[src/rtl/cell_bist_pkg.sv]
// Shared types and constants for the 2-input cell self-test controller.
package cell_bist_pkg;

  typedef enum logic [2:0] {
    S_IDLE,
    S_EXH,
    S_RND,
    S_DRAIN,
    S_DONE
  } state_t;

  // Fibonacci taps at bits 7,5,4,3 of the 8-bit LFSR
  localparam logic [7:0]  LFSR_TAPS = 8'hB8;
  localparam logic [15:0] CRC_POLY  = 16'h1021;

  // Truth tables indexed by {A,B}
  localparam logic [3:0] TT_AND2  = 4'b1000;
  localparam logic [3:0] TT_OR2   = 4'b1110;
  localparam logic [3:0] TT_NAND2 = 4'b0111;
  localparam logic [3:0] TT_NOR2  = 4'b0001;
  localparam logic [3:0] TT_XOR2  = 4'b0110;

endpackage

[src/rtl/cell_bist_lfsr.sv]
// Left-shifting Fibonacci LFSR supplying pseudo-random A/B vectors.
module cell_bist_lfsr
  import cell_bist_pkg::*;
#(
  parameter int              W    = 8,
  parameter logic [W-1:0]    SEED = 8'hA5
) (
  input  logic         i_clk,
  input  logic         i_rst,
  input  logic         i_load,
  input  logic         i_step,
  output logic [W-1:0] o_q
);

  localparam logic [W-1:0] TAPS = W'(LFSR_TAPS);

  logic [W-1:0] r_q;
  logic         w_fb;

  assign w_fb = ^(r_q & TAPS);
  assign o_q  = r_q;

  always_ff @(posedge i_clk) begin
    if (i_rst || i_load) r_q <= SEED;
    else if (i_step)     r_q <= {r_q[W-2:0], w_fb};
  end

endmodule

[src/rtl/cell_bist_ctrl.sv]
// BIST controller for one 2-input combinational cell: drives exhaustive then
// LFSR vectors, checks Y against TRUTH and folds Y into a CRC-16 signature.
module cell_bist_ctrl
  import cell_bist_pkg::*;
#(
  parameter logic [3:0]        TRUTH     = TT_AND2,
  parameter int                NRAND     = 16,
  parameter int                LFSR_W    = 8,
  parameter logic [LFSR_W-1:0] LFSR_SEED = 8'hA5,
  parameter int                ERR_W     = 4,
  parameter int                SIG_W     = 16
) (
  input  logic             i_clk,
  input  logic             i_rst,
  input  logic             i_start,
  input  logic             i_y_dut,
  output logic             o_a_out,
  output logic             o_b_out,
  output logic             o_busy,
  output logic             o_done,
  output logic             o_pass,
  output logic [ERR_W-1:0] o_err_cnt,
  output logic [SIG_W-1:0] o_sig
);

  localparam int IDX_W = $clog2((NRAND > 4) ? NRAND : 4) + 1;

  state_t             r_state;
  logic [IDX_W-1:0]   r_idx;
  logic               r_a, r_b, r_busy, r_done, r_pass, r_chk;
  logic [ERR_W-1:0]   r_err;
  logic [SIG_W-1:0]   r_sig;
  logic [LFSR_W-1:0]  w_lfsr;
  logic               w_load, w_step, w_mis;
  logic [SIG_W-1:0]   w_sig_nxt;

  assign w_load = (r_state == S_IDLE || r_state == S_DONE) && i_start;
  // Step whenever the current LFSR value is consumed as a vector
  assign w_step = (r_state == S_EXH && r_idx == IDX_W'(3)) ||
                  (r_state == S_RND && r_idx != IDX_W'(NRAND - 1));

  cell_bist_lfsr #(.W(LFSR_W), .SEED(LFSR_SEED)) u_lfsr (
    .i_clk  (i_clk),
    .i_rst  (i_rst),
    .i_load (w_load),
    .i_step (w_step),
    .o_q    (w_lfsr)
  );

  // Y observed now belongs to the A/B pair currently held in r_a/r_b
  assign w_mis     = i_y_dut != TRUTH[{r_a, r_b}];
  assign w_sig_nxt = {r_sig[SIG_W-2:0], 1'b0} ^
                     (r_sig[SIG_W-1] ? SIG_W'(CRC_POLY) : '0) ^
                     {{(SIG_W-1){1'b0}}, i_y_dut};

  always_ff @(posedge i_clk) begin
    if (i_rst) begin
      r_state <= S_IDLE;
      r_idx   <= '0;
      r_a     <= 1'b0;
      r_b     <= 1'b0;
      r_busy  <= 1'b0;
      r_done  <= 1'b0;
      r_pass  <= 1'b0;
      r_chk   <= 1'b0;
      r_err   <= '0;
      r_sig   <= '0;
    end else begin
      if (r_chk) begin
        if (w_mis && r_err != '1) r_err <= r_err + 1'b1;
        r_sig <= w_sig_nxt;
      end
      case (r_state)
        S_IDLE, S_DONE: if (i_start) begin
          r_state    <= S_EXH;
          r_idx      <= '0;
          {r_a, r_b} <= 2'b00;
          r_busy     <= 1'b1;
          r_done     <= 1'b0;
          r_pass     <= 1'b0;
          r_chk      <= 1'b1;
          r_err      <= '0;
          r_sig      <= '0;
        end
        S_EXH: if (r_idx == IDX_W'(3)) begin
          r_state    <= S_RND;
          r_idx      <= '0;
          {r_a, r_b} <= w_lfsr[1:0];
        end else begin
          r_idx      <= r_idx + 1'b1;
          {r_a, r_b} <= r_idx[1:0] + 2'd1;
        end
        S_RND: if (r_idx == IDX_W'(NRAND - 1)) begin
          r_state    <= S_DRAIN;
          {r_a, r_b} <= 2'b00;
          r_chk      <= 1'b0;
        end else begin
          r_idx      <= r_idx + 1'b1;
          {r_a, r_b} <= w_lfsr[1:0];
        end
        S_DRAIN: begin
          r_state <= S_DONE;
          r_busy  <= 1'b0;
          r_done  <= 1'b1;
          r_pass  <= (r_err == '0);
        end
        default: r_state <= S_IDLE;
      endcase
    end
  end

  assign o_a_out   = r_a;
  assign o_b_out   = r_b;
  assign o_busy    = r_busy;
  assign o_done    = r_done;
  assign o_pass    = r_pass;
  assign o_err_cnt = r_err;
  assign o_sig     = r_sig;

endmodule
[config.mk]
export PLATFORM = sky130hd
export DESIGN_NAME = cell_bist_ctrl
export DESIGN_NICKNAME = d
export VERILOG_FILES = /design/src/rtl/cell_bist_pkg.sv /design/src/rtl/cell_bist_lfsr.sv /design/src/rtl/cell_bist_ctrl.sv
export SDC_FILE = /design/constraint.sdc
export NUM_CORES = 1
export LEC_CHECK = 0
export CAP_MARGIN = 30
export CORE_MARGIN = 2
export CORE_UTILIZATION = 47
export CTS_CLUSTER_SIZE = 25
export DETAILED_ROUTE_END_ITERATION = 10
export PLACE_DENSITY = 0.71
export SKIP_LAST_GASP = 1
export SLEW_MARGIN = 20
export SYNTH_ARGS = -nofsm -noshare
export SYNTH_HDL_FRONTEND = slang
export SYNTH_HIERARCHICAL = 1
export SYNTH_SLANG_ARGS = --single-unit
[constraint.sdc]
create_clock -name i_clk -period 2.05 [get_ports i_clk]
set_input_delay 0.3075 -clock i_clk [delete_from_list [all_inputs] [get_ports i_clk]]
set_output_delay 0.3075 -clock i_clk [all_outputs]
set_load 0.05 [all_outputs]
=== Word-level counts from Yosys, hierarchy flattened ===
Index checks and enable logic that the tools add are counted.

* Bitwise operators: 2
* Equality and inequality tests: 13
* Reductions and logical operators: 19
* $add $sub $neg: 3
* Mux-type cells: 31
* Magnitude comparators: 1

{| class="wikitable"
|+ Operators with widths
! cell !! number
|-
| $mux 16 || 3
|-
| $mux 4 || 4
|-
| $xor 16x1->16 || 1
|-
| $xor 16x13->16 || 1
|-
| $mux 5 || 3
|-
| $pmux 5 s3 || 1
|-
| $mux 13 || 1
|-
| $pmux 3 s4 || 1
|-
| $mux 3 || 3
|-
| $reduce_and 3->1 || 3
|-
| $mux 1 || 8
|-
| $pmux 1 s2 || 4
|-
| $reduce_xor 8->1 || 1
|-
| $eq 3x2->1 const B || 2
|-
| $pmux 1 s3 || 2
|-
| $add 5x1->5 const B || 1
|-
| $eq 5x2->1 const B || 1
|-
| $eq 5x4->1 const B || 1
|-
| $ne 5x4->1 const B || 1
|-
| $add 4x1->4 const B || 1
|-
| $logic_and 1x1->1 || 4
|-
| $logic_not 4->1 || 1
|-
| $ne 2x1->1 const B || 2
|-
| $ne 2x2->1 const B || 2
|-
| other kinds (13) || 17
|}

* Output and inout bits: 25
* Register bits: 42

=== Depth between registers and ports, before layout ===
Gate-level depths: netlist of run 1.

* Depth in word-level cells: 8
* Depth in mapped cells: 8

=== Modules after synthesis ===
Netlist of run 1, hierarchy kept.

{| class="wikitable"
|+ Modules (own cells, without submodules)
! module !! cells an instance !! area an instance (um2) !! times used
|-
| cell_bist_ctrl || 166 || 1546.5 || 1
|-
| cell_bist_lfsr || 30 || 324.1 || 1
|}

=== Worst setup path after synthesis of run 1 ===
No wires, ideal clock.

* Path type: flip-flop to flip-flop
* Start point: register r_idx[0]
* End point: register u_lfsr.r_q[2] (netlist: u_lfsr/o_q[2])
* Required time: 1.927 ns
* Data arrival time: 1.813 ns
* Stages on the path, launching flop included: 9
* Path slack: 0.113 ns
* Period minus slack after synthesis: 1.937 ns
* Path through: dfxtp_1 ha_1 and3_1 ha_1 nor4b_2 a21o_1 buf_2 mux2i_1 nand2_1

* Cells in the longest elaborated chain, start to end: 3
* Elaborated cells on any way between the ends: 5
* Those cells by class: eq/ne (2); reduce/logical (3)

{| class="wikitable"
|+ RTL lines
! element !! line !! source
|-
| start: declaration || cell_bist_ctrl.sv:29 || <nowiki>logic [IDX_W-1:0] r_idx;</nowiki>
|-
| start signal: assignment || cell_bist_ctrl.sv:90 || <nowiki>r_idx <= r_idx + 1'b1;</nowiki>
|-
| start signal: assignment || cell_bist_ctrl.sv:98 || <nowiki>r_idx <= r_idx + 1'b1;</nowiki>
|-
| $eq 5x2->1 / $ne 5x4->1 (equally long branches) || cell_bist_ctrl.sv:39, cell_bist_ctrl.sv:40 ||
|-
| $logic_and 1x1->1, on equally long branches || cell_bist_ctrl.sv:39, cell_bist_ctrl.sv:40 ||
|-
| $logic_or 1x1->1 (*) || cell_bist_ctrl.sv:39 || <nowiki>assign w_step = (r_state == S_EXH && r_idx == IDX_W'(3)) ||</nowiki>
|-
| named net w_step || cell_bist_ctrl.sv:34 || <nowiki>logic w_load, w_step, w_mis;</nowiki>
|-
| end signal: assignment || cell_bist_lfsr.sv:25 || <nowiki>else if (i_step) r_q <= {r_q[W-2:0], w_fb};</nowiki>
|-
| end: declaration || cell_bist_lfsr.sv:17 || <nowiki>logic [W-1:0] r_q;</nowiki>
|}

The timed path passes the listed nets; every way through them passes the cells marked *.
A chain may end at the register's enable or synchronous reset.

=== Worst setup path after layout of run 1 ===
* Start point: register r_idx[0]
* End point: register u_lfsr.r_q[7] (netlist: u_lfsr/o_q[7])

Same word-level chain as after synthesis.

==> flow_summary.toml, run 1 <==
[run_status]
status = "finished clean"

[floorplan]
rows = 22
ios = 29
core_um2 = 3740
fp.dieH_um = 67.1
die_area_um2 = 4500
initial_utilization = 0.500
die_w_um = 67.1

[sta]
hold_violations = 0
period_minus_slack_ns = 1.97
finalSetupViolCount = 0
setup_tns_ns = 0
slew_violations = 0
max_slew.worst_pin.slew_ns = 0.568
slew_headroom = 0.620
post-route-period-util = 0.960
finalClockSkew_ns = 0.00681
timing.fmax_mhz = 508

[global_routing]
antenna_found_initial = 0
grt_pass1_vias = 1427
grt_pass1_wl_um = 6630
grt_usage = 0.197
grt_max_degree = 22
overflow = 0

[clock_tree]
htree_num_levels = 2
cts_made_buffers = 5
clkSinkCount = 42
ctsHoldBuffers = 0
path_clk_slew_ns = 0.08
cts_tree = "yes"
clk_latency_ns = 0.30
cts_root_buf = "clkbuf_8"
cts_buffer_depth = 2

[placed_design]
routabilityCongestion = 0.857
dp_cells = 269
portBuffers = 28
dp_hpwl_um = 2780

[worst_setup_path]
cp.required_ns = 2.22
worstSetupPathType = "register to register"
crit_chain = "ha_2 > and3_4 > ha_4 > nor4b_4 > a21o_1 > buf_12 > mux2i_4 > nand2_1"
worstSetupEndpointType = "register"
crit_fanout = 5
cp.arrival_ns = 2.14
cp_slowest_cell = "dfxtp_4"
cpPeakStageDelay_ns = 0.35
crit_path_start_kind = "register"

[hold_path]
worstHoldPathType = "register to register"

[synthesis]
yosys.area.top_type = "dfxtp_1"
yosysWarnings = 6
synth_edf_count = 0
synth_cell_type_count = 38
ys_seq_area_frac = 0.449
syn_inst = 196
syn_nets = 205
netlist_area_um2 = 1870
ys_ff_latch = 42
synthTopCellsByArea = "dfxtp_1 45%, mux2i_1 12%, nor2_1 6.4%, ha_1 3.3%, a21oi_1 2.9%"
syn_area_per_cell_um2 = 9.54
synth_top_area_share = 0.449
synthFlopType = "dfxtp_1"
ys_async_sr_fraction = 0

[final_layout]
antenna_cells = 0
drive_above_1_share = 0.130
nets = 239
n_fill_cell = 301
area_delta_synth_final_pct = 30.4
final_cell_count_no_fill = 279

[pwr]
ir_drop_mv = 0.446
cellLeakagePower_uw = 0.000888
power_density_nw_per_um2 = 763

[drt]
via_count = 1513
finalWirelength_um = 4090
drt_iter0_markers = 76
viasPerCell = 5.42
drc = 0
first_pass_iters = 4
wl_per_cell_um = 14.7
final_antenna_net_count = 0

[job]
max-cap-violations = 0
state kept, by name, indices dropped and copies added, names as in the netlist, 3 cells and up:
name,cells
o_err_cnt,4
o_sig,16
r_idx,5
r_state,3
u_lfsr/o_q,8
metrics by stage:
step	hold slack, ns	total power (uW)	setup WS, ns	cell area, um^2	utilization
2_1_floorplan	0.428	1010	0.113	1870	-
3_3_place_gp	0.453	1060	0.105	2220	0.593
3_5_place_dp	0.477	1060	0.0678	2220	0.593
4_1_cts	0.487	1870	0.0227	2360	0.631
5_1_grt	0.525	1940	-0.00808	2440	0.651
6_report	0.488	1860	0.0815	2440	0.651
Yosys cell counts (2+ instances only):
cell	instances
nor4b_2	2
and2b_1	2
or2b_1	2
xor2_1	2
nor3b_2	2
or2_2	2
mux2i_1	22
ha_1	5
or3_1	2
a211oi_1	6
nor2_1	32
and3_1	2
nor3_1	2
a21oi_1	11
dfxtp_1	42
o21ai_0	2
nand3b_1	2
xnor2_2	2
o31ai_1	3
a31oi_1	2
clkbuf_1	2
a21o_1	2
nand3_1	5
xnor2_1	6
buf_2	4
or4_1	2
nand2_1	11
inv_1	7
logic make-up (layout without fill, tap and decap cells):
logic type	count (synthesis)	count (layout)	share of synthesized area
buffers and inverters	16	51	0.0408
multiplexers	22	22	0.118
adder cells (fa/ha/maj)	5	5	0.0334
AND/OR/NAND/NOR	72	72	0.205
AO/OA/AOI/OAI	29	29	0.0990
XOR/XNOR	10	10	0.0549
flip-flops	42	42	0.450
layout by cell type (no fill, tap or decap), types with 2 or more instances in the layout:
cell type	n
a211oi_1	6
a21o_1	2
a21oi_1	11
a31oi_1	2
and2b_1	2
buf_4	6
bufinv_16	2
clkbuf_8	6
clkdlybuf4s50_1	28
dfxtp_1	41
ha_1	3
inv_1	7
mux2i_1	21
nand2_1	11
nand3_1	5
nand3b_1	2
nor2_1	32
nor3_1	2
nor3b_2	2
o21ai_0	2
o31ai_1	3
or2_2	2
or2b_1	2
or3_1	2
or4_1	2
xnor2_1	6
xnor2_2	2
xor2_1	2
where the power goes:
group          leakage [uW]  total [uW]  switching, uW  internal (uW)
Combinational      0.000475         197            119           77.7
Sequential         0.000341         856           21.6            835
Clock             0.0000714         807            288            519
Total              0.000888        1860            428           1430
routing by layer:
layer,wire [um],GRT usage,share of wire,vias up
met4,65,0.0612,0.016,0
met2,2080,0.324,0.51,29
li1,-,-,-,744
met3,126,0.0557,0.031,7
met5,0,0,0,-
met1,1820,0.248,0.44,733
cell type report:
| cell class | instances | area [um^2] | share of cell area |
|---|---|---|---|
| clock buffers | 6 | 82.6 | 0.0339 |
| multi-input cells | 138 | 995 | 0.408 |
| clock inverters | 2 | 60.1 | 0.0246 |
| inverters | 7 | 26.3 | 0.0108 |
| repair buffers | 36 | 370 | 0.152 |
| flip-flops and latches | 42 | 845 | 0.346 |
| well taps | 48 | 60.1 | 0.0246 |
worst max-delay path, delay by kind of cell, from the launching register on:
kind,cells,cell delay [ns]
mux,1,0.21
buf+inv,1,0.15
fa+ha+maj,2,0.35
compound gates,1,0.22
flops,1,0.35
simple gates,3,0.55
final timing paths:
kind / start / end / slack [ns] / depth (start not counted)
max: r_idx[0] / u_lfsr/o_q[7] / 0.08 / 8
min: o_done / o_done / 0.49 / 2
max reg2reg: r_idx[0] / u_lfsr/o_q[7] / 0.08 / 8
min reg2reg: o_done / o_done / 0.49 / 2
what timing repair did:
action,4_1_cts,5_1_grt
setup buffers,0,1
resized for setup,0,9
endpoints found under the setup margin,0,10
(Power assumes the default switching activity.)
==> run 2, diff against run 1 <==
- SLEW_MARGIN: 20 -> 10
==> results of run 2 <==
Same layout as run 1: the final DEF is identical, and so are final timing and power.
==> run 3, diff against run 2 <==
- CORE_ASPECT_RATIO: default -> 1.4
==> run 3 against run 2 <==
Total power is 14% lower. Combinational power fell by 2%. Sequential cell count unchanged. Global-route usage fell by 1.3 points. Critical path type is now register to output port. Largest cell class unchanged. Critical endpoint is now o_sig[15]. Highest routed layer unchanged. Sequential share of layout area rose by 1.3 points.
==> flow_summary.toml, run 3 (synthesis results as in run 1) <==
[sta]
post-route-period-util = 0.939
setup_tns_ns = 0
slew_violations = 0
hold_violations = 0
timing.fmax_mhz = 520
max_slew.worst_pin.slew_ns = 0.508
layout_setup_ws_ns = 0.126
finalSetupViolCount = 0
finalClockSkew_ns = 0.00754
slew_headroom = 0.661
rsz0062_at_grt = "no"
period_minus_slack_ns = 1.92

[clock_tree]
cts_buffer_depth = 2
cts_made_buffers = 5
path_clk_slew_ns = 0.08
clk_latency_ns = 0.30
cts_tree = "yes"
cts_root_buf = "clkbuf_8"
htree_num_levels = 2
clkSinkCount = 42
cts_setup_buffers = 0

[drt]
finalWirelength_um = 3650
first_pass_iters = 4
via_count = 1445
wl_per_cell_um = 13.3
final_antenna_net_count = 0
drt_iter0_markers = 57
drc = 0
viasPerCell = 5.27

[worst_setup_path]
cp.arrival_ns = 1.62
cp.required_ns = 1.74
worst-r2r-cell-count = 8
cpPeakStageDelay_ns = 0.85
crit_path_start_kind = "register"
crit_buf_inv = 1
r2r-end = "r_idx[1]"
crit_chain = "clkdlybuf4s50_1"
reg2reg_slack_ns = 0.18
worstSetupEndpointType = "output port"
cp_slowest_cell = "clkdlybuf4s50_1"
worstSetupPathType = "register to output port"
crit_fanout = 5
r2r_start = "r_idx[0]"
crit_family = "buffers and inverters"

[floorplan]
die_area_um2 = 4510
rows = 27
die_w_um = 57.3
initial_utilization = 0.481
core_um2 = 3880
ios = 29
fp.dieH_um = 78.6

[placed_design]
post-place-ws_ns = 0.0683
routabilityCongestion = 0.778
portBuffers = 28
dp_hpwl_um = 2650

[pwr]
cellLeakagePower_uw = 0.000856
switching_share = 0.260
seq_power_share = 0.535
clockPowerShare = 0.344
p_int_uw = 1180
ir_drop_mv = 0.554
p_switching_uw = 416
power_density_nw_per_um2 = 684
power_frac_comb = 0.120

[final_layout]
mostFrequentLayoutCells = "42 x dfxtp_1, 32 x nor2_1, 28 x clkdlybuf4s50_1"
largest_reg_flops = 16
final_common_cell = "dfxtp_1"
area_delta_synth_final_pct = 25.0
nets = 239
antenna_cells = 0
drive_above_1_share = 0.117

[job]
max-cap-violations = 0

[global_routing]
grt_pass1_vias = 1386
overflow = 0
grt_usage = 0.184
grt_max_degree = 20
grt_pass1_wl_um = 6400
antenna_found_initial = 0

[run_status]
status = "finished clean"

[hold_path]
whs_path_depth = 2
min_to = "o_done"
worstHoldPathType = "register to register"
min_from = "o_done"
==> run 3: how the worst max path moves through the flow <==
stage,start,to,slack (ns),depth (start not counted)
6_report,o_sig[15],o_sig[15],0.13,1
3_5_place_dp,r_idx[0],r_idx[1],0.07,8
3_3_place_gp,r_idx[0],r_idx[1],0.15,8
4_1_cts,r_idx[0],r_idx[1],0.06,8
5_1_grt,r_idx[0],u_lfsr/o_q[2],0.03,8
2_1_floorplan,r_idx[0],u_lfsr/o_q[2],0.11,8
==> run 3: routing by layer <==
| metal | wire length (um) | GRT usage | vias to the layer above |
|---|---|---|---|
| met5 | 0 | 0 | - |
| met4 | 93 | 0.0907 | 0 |
| met3 | 147 | 0.0527 | 8 |
| met2 | 1860 | 0.317 | 24 |
| met1 | 1560 | 0.204 | 671 |
| li1 | - | - | 742 |
==> run 3: timing repair <==
item	4_1_cts	5_1_grt
gates resized for setup	0	3
setup endpoints to repair	0	6
hold buffers	0	0
==> run 3: through the flow <==
stage	util	std cells	instance area [um^2]	total power [uW]	hold slack (ns)
3_3_place_gp	0.573	266	2230	1060	0.457
5_1_grt	0.602	274	2340	1680	0.497
4_1_cts	0.598	274	2320	1620	0.473
3_5_place_dp	0.573	266	2230	1070	0.461
2_1_floorplan	-	196	1870	1010	0.428
6_report	0.602	274	2340	1600	0.470
==> run 3: power by group through the flow <==
stage / logic, uW / clock network [uW] / registers [uW]
4_1_cts: 193 / 569 / 856
5_1_grt: 212 / 608 / 861
2_1_floorplan: 108 / 0 / 903
3_5_place_dp: 192 / 0 / 876
3_3_place_gp: 190 / 0 / 875
6_report: 193 / 551 / 857
==> run 3: final cells by class <==
type	instances	area, um^2
Clock inverter	2	12.5
Multi-Input combinational cell	138	970
Clock buffer	6	82.6
Tap cell	43	53.8
Timing Repair Buffer	36	353
Inverter	7	26.3
Fill cell	357	1550
Sequential cell	42	841
